**src/rtl/bcd_pkg.sv**
```systemverilog
// rtl/bcd_pkg.sv - shared mode codes, FSM states and BCD helpers
package bcd_pkg;

  localparam logic [1:0] MODE_ADD = 2'b00;
  localparam logic [1:0] MODE_SUB = 2'b01;
  localparam logic [1:0] MODE_ACC = 2'b10;
  localparam logic [1:0] MODE_CLR = 2'b11;

  typedef enum logic [1:0] {
    IDLE = 2'd0,
    CALC = 2'd1,
    DONE = 2'd2
  } state_t;

  function automatic logic is_bcd(input logic [3:0] nib);
    return nib <= 4'd9;
  endfunction

endpackage

```
**src/rtl/bcd_digit_add.sv**
```systemverilog
// rtl/bcd_digit_add.sv - combinational one-digit BCD adder with decimal correction
module bcd_digit_add (
  input  logic [3:0] x,
  input  logic [3:0] y,
  input  logic       ci,
  output logic [3:0] s,
  output logic       co
);

  logic [4:0] t;
  logic [4:0] t_adj;

  always_comb begin
    t     = {1'b0, x} + {1'b0, y} + {4'b0, ci};
    t_adj = t + 5'd6;
    if (t > 5'd9) begin
      s  = t_adj[3:0];
      co = 1'b1;
    end else begin
      s  = t[3:0];
      co = 1'b0;
    end
  end

endmodule

```
**src/rtl/bcd_seq_adder.sv**
```systemverilog
// rtl/bcd_seq_adder.sv - digit-serial BCD add/sub/accumulate with start/done handshake
module bcd_seq_adder #(
  parameter int DIGITS = 4
) (
  input  logic                  clk,
  input  logic                  rst_n,
  input  logic                  start,
  input  logic [1:0]            mode,
  input  logic                  cin,
  input  logic [4*DIGITS-1:0]   a,
  input  logic [4*DIGITS-1:0]   b,
  output logic [4*DIGITS-1:0]   sum,
  output logic                  cout,
  output logic                  err,
  output logic                  busy,
  output logic                  done
);
  import bcd_pkg::*;

  localparam int W  = 4 * DIGITS;
  localparam int IW = (DIGITS > 1) ? $clog2(DIGITS) : 1;

  state_t          state_q, state_d;
  logic [W-1:0]    a_q, a_d, b_q, b_d, work_q, work_d, sum_q, sum_d;
  logic [IW-1:0]   idx_q, idx_d;
  logic            c_q, c_d, sub_q, sub_d, cout_q, cout_d, err_q, err_d;

  logic [W-1:0]    op_a;
  logic            all_bcd;
  logic            last_digit;
  logic [3:0]      dig_a, dig_b, dig_y, dig_s;
  logic            dig_co;

  // Accumulate takes its A operand from the result register as of the start edge
  assign op_a       = (mode == MODE_ACC) ? sum_q : a;
  assign last_digit = (idx_q == IW'(DIGITS - 1));

  always_comb begin
    all_bcd = 1'b1;
    for (int k = 0; k < DIGITS; k++) begin
      if (!is_bcd(op_a[4*k +: 4]) || !is_bcd(b[4*k +: 4])) all_bcd = 1'b0;
    end
  end

  always_comb begin
    dig_a = 4'd0;
    dig_b = 4'd0;
    for (int k = 0; k < DIGITS; k++) begin
      if (idx_q == IW'(k)) begin
        dig_a = a_q[4*k +: 4];
        dig_b = b_q[4*k +: 4];
      end
    end
    dig_y = sub_q ? (4'd9 - dig_b) : dig_b;
  end

  bcd_digit_add u_digit (
    .x  (dig_a),
    .y  (dig_y),
    .ci (c_q),
    .s  (dig_s),
    .co (dig_co)
  );

  always_ff @(posedge clk) begin
    if (!rst_n) state_q <= IDLE;
    else        state_q <= state_d;
  end

  always_comb begin
    state_d = state_q;
    case (state_q)
      IDLE: if (start) state_d = (mode == MODE_CLR || !all_bcd) ? DONE : CALC;
      CALC: if (last_digit) state_d = DONE;
      DONE: state_d = IDLE;
      default: state_d = IDLE;
    endcase
  end

  always_comb begin
    busy = (state_q == CALC);
    done = (state_q == DONE);
  end

  always_comb begin
    a_d    = a_q;
    b_d    = b_q;
    work_d = work_q;
    sum_d  = sum_q;
    idx_d  = idx_q;
    c_d    = c_q;
    sub_d  = sub_q;
    cout_d = cout_q;
    err_d  = err_q;
    if (state_q == IDLE && start) begin
      a_d    = op_a;
      b_d    = b;
      sub_d  = (mode == MODE_SUB);
      c_d    = (mode == MODE_SUB) ? ~cin : cin;
      idx_d  = '0;
      work_d = '0;
      // Clear wins over the digit check, so clearing never reports an error
      if (mode == MODE_CLR) begin
        sum_d  = '0;
        cout_d = 1'b0;
        err_d  = 1'b0;
      end else if (!all_bcd) begin
        sum_d  = '0;
        cout_d = 1'b0;
        err_d  = 1'b1;
      end
    end else if (state_q == CALC) begin
      for (int k = 0; k < DIGITS; k++) begin
        if (idx_q == IW'(k)) work_d[4*k +: 4] = dig_s;
      end
      c_d   = dig_co;
      idx_d = idx_q + IW'(1);
      if (last_digit) begin
        sum_d  = work_d;
        cout_d = dig_co;
        err_d  = 1'b0;
        idx_d  = '0;
      end
    end
  end

  always_ff @(posedge clk) begin
    if (!rst_n) begin
      a_q    <= '0;
      b_q    <= '0;
      work_q <= '0;
      sum_q  <= '0;
      idx_q  <= '0;
      c_q    <= 1'b0;
      sub_q  <= 1'b0;
      cout_q <= 1'b0;
      err_q  <= 1'b0;
    end else begin
      a_q    <= a_d;
      b_q    <= b_d;
      work_q <= work_d;
      sum_q  <= sum_d;
      idx_q  <= idx_d;
      c_q    <= c_d;
      sub_q  <= sub_d;
      cout_q <= cout_d;
      err_q  <= err_d;
    end
  end

  assign sum  = sum_q;
  assign cout = cout_q;
  assign err  = err_q;

endmodule

```
**config.mk**
```make
export PLATFORM = sky130hd
export DESIGN_NAME = bcd_seq_adder
export DESIGN_NICKNAME = d
export VERILOG_FILES = /design/src/rtl/bcd_pkg.sv /design/src/rtl/bcd_digit_add.sv /design/src/rtl/bcd_seq_adder.sv
export SDC_FILE = /design/constraint.sdc
export NUM_CORES = 1
export LEC_CHECK = 0
export BUFFER_PORTS_ARGS = -buffer_cell sky130_fd_sc_hd__buf_4
export CAP_MARGIN = 40
export CORE_AREA = 2 2 80 120
export CTS_BUF_LIST = sky130_fd_sc_hd__clkbuf_4
export DETAILED_ROUTE_END_ITERATION = 12
export DIE_AREA = 0 0 82 122
export HOLD_SLACK_MARGIN = 0.15
export PLACE_DENSITY = 0.67
export SETUP_SLACK_MARGIN = 0.05
export SLEW_MARGIN = 20
export SYNTH_ARGS = -nofsm -noshare
export SYNTH_HDL_FRONTEND = slang
export SYNTH_SLANG_ARGS = --single-unit
```
**constraint.sdc**
```tcl
create_clock -name clk -period 6.4 [get_ports clk]
set_input_delay 0.32 -clock clk [delete_from_list [all_inputs] [get_ports clk]]
set_output_delay 0.32 -clock clk [all_outputs]
set_load 0.005 [all_outputs]
```
==> flow_summary.yaml <==
outcome:
  status: "completed"
synth:
  syn-cell-area_um2: 3960
  syn_nets: 553
  synth-edff-count: 0
  synth_area_leaders: "dfxtp_1 35%, nand2_1 8.4%, a21oi_1 6.8%"
  netlist.area_leader.share_pct: 35.4
  synth_seq_cells: 70
  yosysTopAreaCell: "dfxtp_1"
  synth_flop_cell: "dfxtp_1"
  yosysWarnings: 0
  synth-seq-area-share_pct: 35.4
  synth_cell_types: 58
  avgSynthCellArea_um2: 7.85
  synth-async-reset-ratio_pct: 0
  netlist_instances: 504
sta:
  hold_viol_final: 0
  layout_min_cycle_time_ns: 4.56
  setup_tns_ns: 0
  rsz0062_at_grt: "false"
  worst_pin_slew_ns: 0.826
  post-route-period-util_pct: 71.2
  fmax_mhz: 219
  relSlewSlack_pct: 44.9
  holdWs_ns: 0.181
  clock_skew_ns: 0.0175
  finalSetupViolCount: 0
  drv_slew: 0
worst_setup_path:
  crit_type: "register to register"
  critPathRequiredTime_ns: 6.72
  end_kind: "register"
  worstPathArrival_ns: 4.88
  crit_fanout: 19
  reg2reg_slack_ns: 1.84
  critPathLaunchType: "register"
  worstReg2RegEnd: "sum[10]"
  r2r_start: "idx_q[0]"
  rr_worst_depth: 16
global_route:
  antenna_found_initial: 0
  grt_pass1_vias: 3757
  overflow: 0
  grt_max_degree: 48
  track_usage_pct: 24.1
  grt_pass1_wl_um: 18400
power:
  ir_worst_vdd_uv: 115
  power_density_nw_per_um2: 223
  p_leak_nw: 1.91
  total_power_mw: 1.06
cts:
  cts_tree: "yes"
  post_cts_buffers: 0
  cts-htree-levels: 3
  path_clk_slew_ns: 0.12
  cts_made_buffers: 9
  clkLatencyLatePin_ns: 0.45
  clkSinkCount: 70
  clockBufferDepth: 2
  cts_root_buffer: "clkbuf_4"
hold_path:
  whs_path_depth: 4
  min_to: "err"
  min_from: "mode[0]"
  hold_class: "input port to register"
layout:
  drive_gt1_share_pct: 16.9
  fin_nets: 607
  diodes: 0
  final_cell_mix: "89 x nand2_1, 70 x dfxtp_1, 63 x buf_4"
  fin_util_pct: 52.7
  syn2layout_area_growth_pct: 20.4
  layout_commonest_cell: "nand2_1"
floorplanning:
  coreArea_um2: 9040
  fp-row-count: 43
  die_y_um: 122
  io_pins: 58
  dieArea_um2: 10000
  die_w_um: 82
  start_util_pct: 43.8
drt:
  via_count: 3958
  wl_per_cell_um: 17.5
  drc: 0
  drt_iter0_markers: 293
  routed_wl_um: 11800
  first_pass_iters: 7
  vias_per_cell: 5.87
  drtAntennaViolNets: 0
run:
  cap_violations: 0
placed_design:
  gp_congestion: 0.937
  dpl.hpwl_um: 8220
  io_buffers: 57
## synthesized netlist by cell type, drive strengths merged (4+ instances only)
cell type	instances
inv	20
nand2b	6
mux2	4
nor2	47
xnor2	5
buf	7
a21oi	54
o21ai	13
a211oi	17
nand3b	4
nand2	89
a31o	4
dfxtp	70
a311oi	5
o32ai	4
a221oi	4
ha	9
mux2i	28
nor3	12
a31oi	7
clkbuf	30
o211ai	5
nand3	14
and3	4
## repair_timing
action	CTS	global route
gates resized for setup	0	0
endpoints found under the hold margin	16	0
hold buffers	16	0
## cell type report
type	count	area [um^2]
repair buffers	80	648
flip-flops and latches	70	1400
well taps	112	140
fillers	870	4270
inverters	20	75.1
clock inverters	6	111
multi-input cells	377	2320
clock buffers	9	67.6
## metal layers
metal | vias up | share of wire, % | GRT usage (%)
li1 | 1897 | - | -
met1 | 1852 | 40 | 29.0
met2 | 186 | 51 | 41.0
met3 | 23 | 6.0 | 4.30
met4 | 0 | 2.7 | 10.4
met5 | - | 0 | 0
## power by group
group | internal [mW] | switching [mW]
clock | 0.196 | 0.168
combinational | 0.0926 | 0.140
sequential | 0.454 | 0.0118
## state kept, by name, indices dropped and copies added, names as in the netlist
| register | flops |
|---|---|
| idx_q | 2 |
| sum | 16 |
| cout | 1 |
| err | 1 |
| a_q | 16 |
| c_q | 1 |
| state_q | 2 |
| work_q | 14 |
| b_q | 16 |
| sub_q | 1 |
## worst max-delay path: stages, from the launching register on
cell,delay (ns)
dfxtp_1,0.37
inv_1,0.09
ha_1,0.63
nand3b_1,0.14
a21oi_1,0.18
a21oi_1,0.06
o21ai_0,0.20
xnor2_1,0.16
fa_1,0.22
inv_1,0.06
fa_1,0.77
inv_2,0.16
ha_1,0.24
a22o_1,0.37
o31a_1,0.37
o211ai_1,0.30
o211ai_1,0.12
## stage by stage
stage	instances	cell area, um^2	setup WS (ns)
finish	674	4760	1.84
detailed placement	642	4410	1.93
floorplan	504	3960	2.75
CTS	673	4750	1.91
global route	674	4760	1.41
global placement	641	4400	2.03
## cells by family after synthesis
logic type,after synthesis,share of synthesized area (%)
AO/OA/AOI/OAI,136,23.5
buffers and inverters,57,6.07
multiplexers,32,8.50
XOR/XNOR,5,1.11
adder cells (fa/ha/maj),11,3.86
AND/OR/NAND/NOR,193,21.5
flip-flops,70,35.4
## how the worst max path moves through the flow
stage,start,to,slack (ns)
2_1_floorplan,idx_q[0],work_q[9],2.75
3_3_place_gp,idx_q[0],sum[6],2.03
6_report,idx_q[0],sum[10],1.84
4_1_cts,idx_q[0],sum[10],1.91
5_1_grt,idx_q[0],sum[10],1.41
3_5_place_dp,idx_q[0],sum[6],1.93
(Power assumes the default switching activity.)
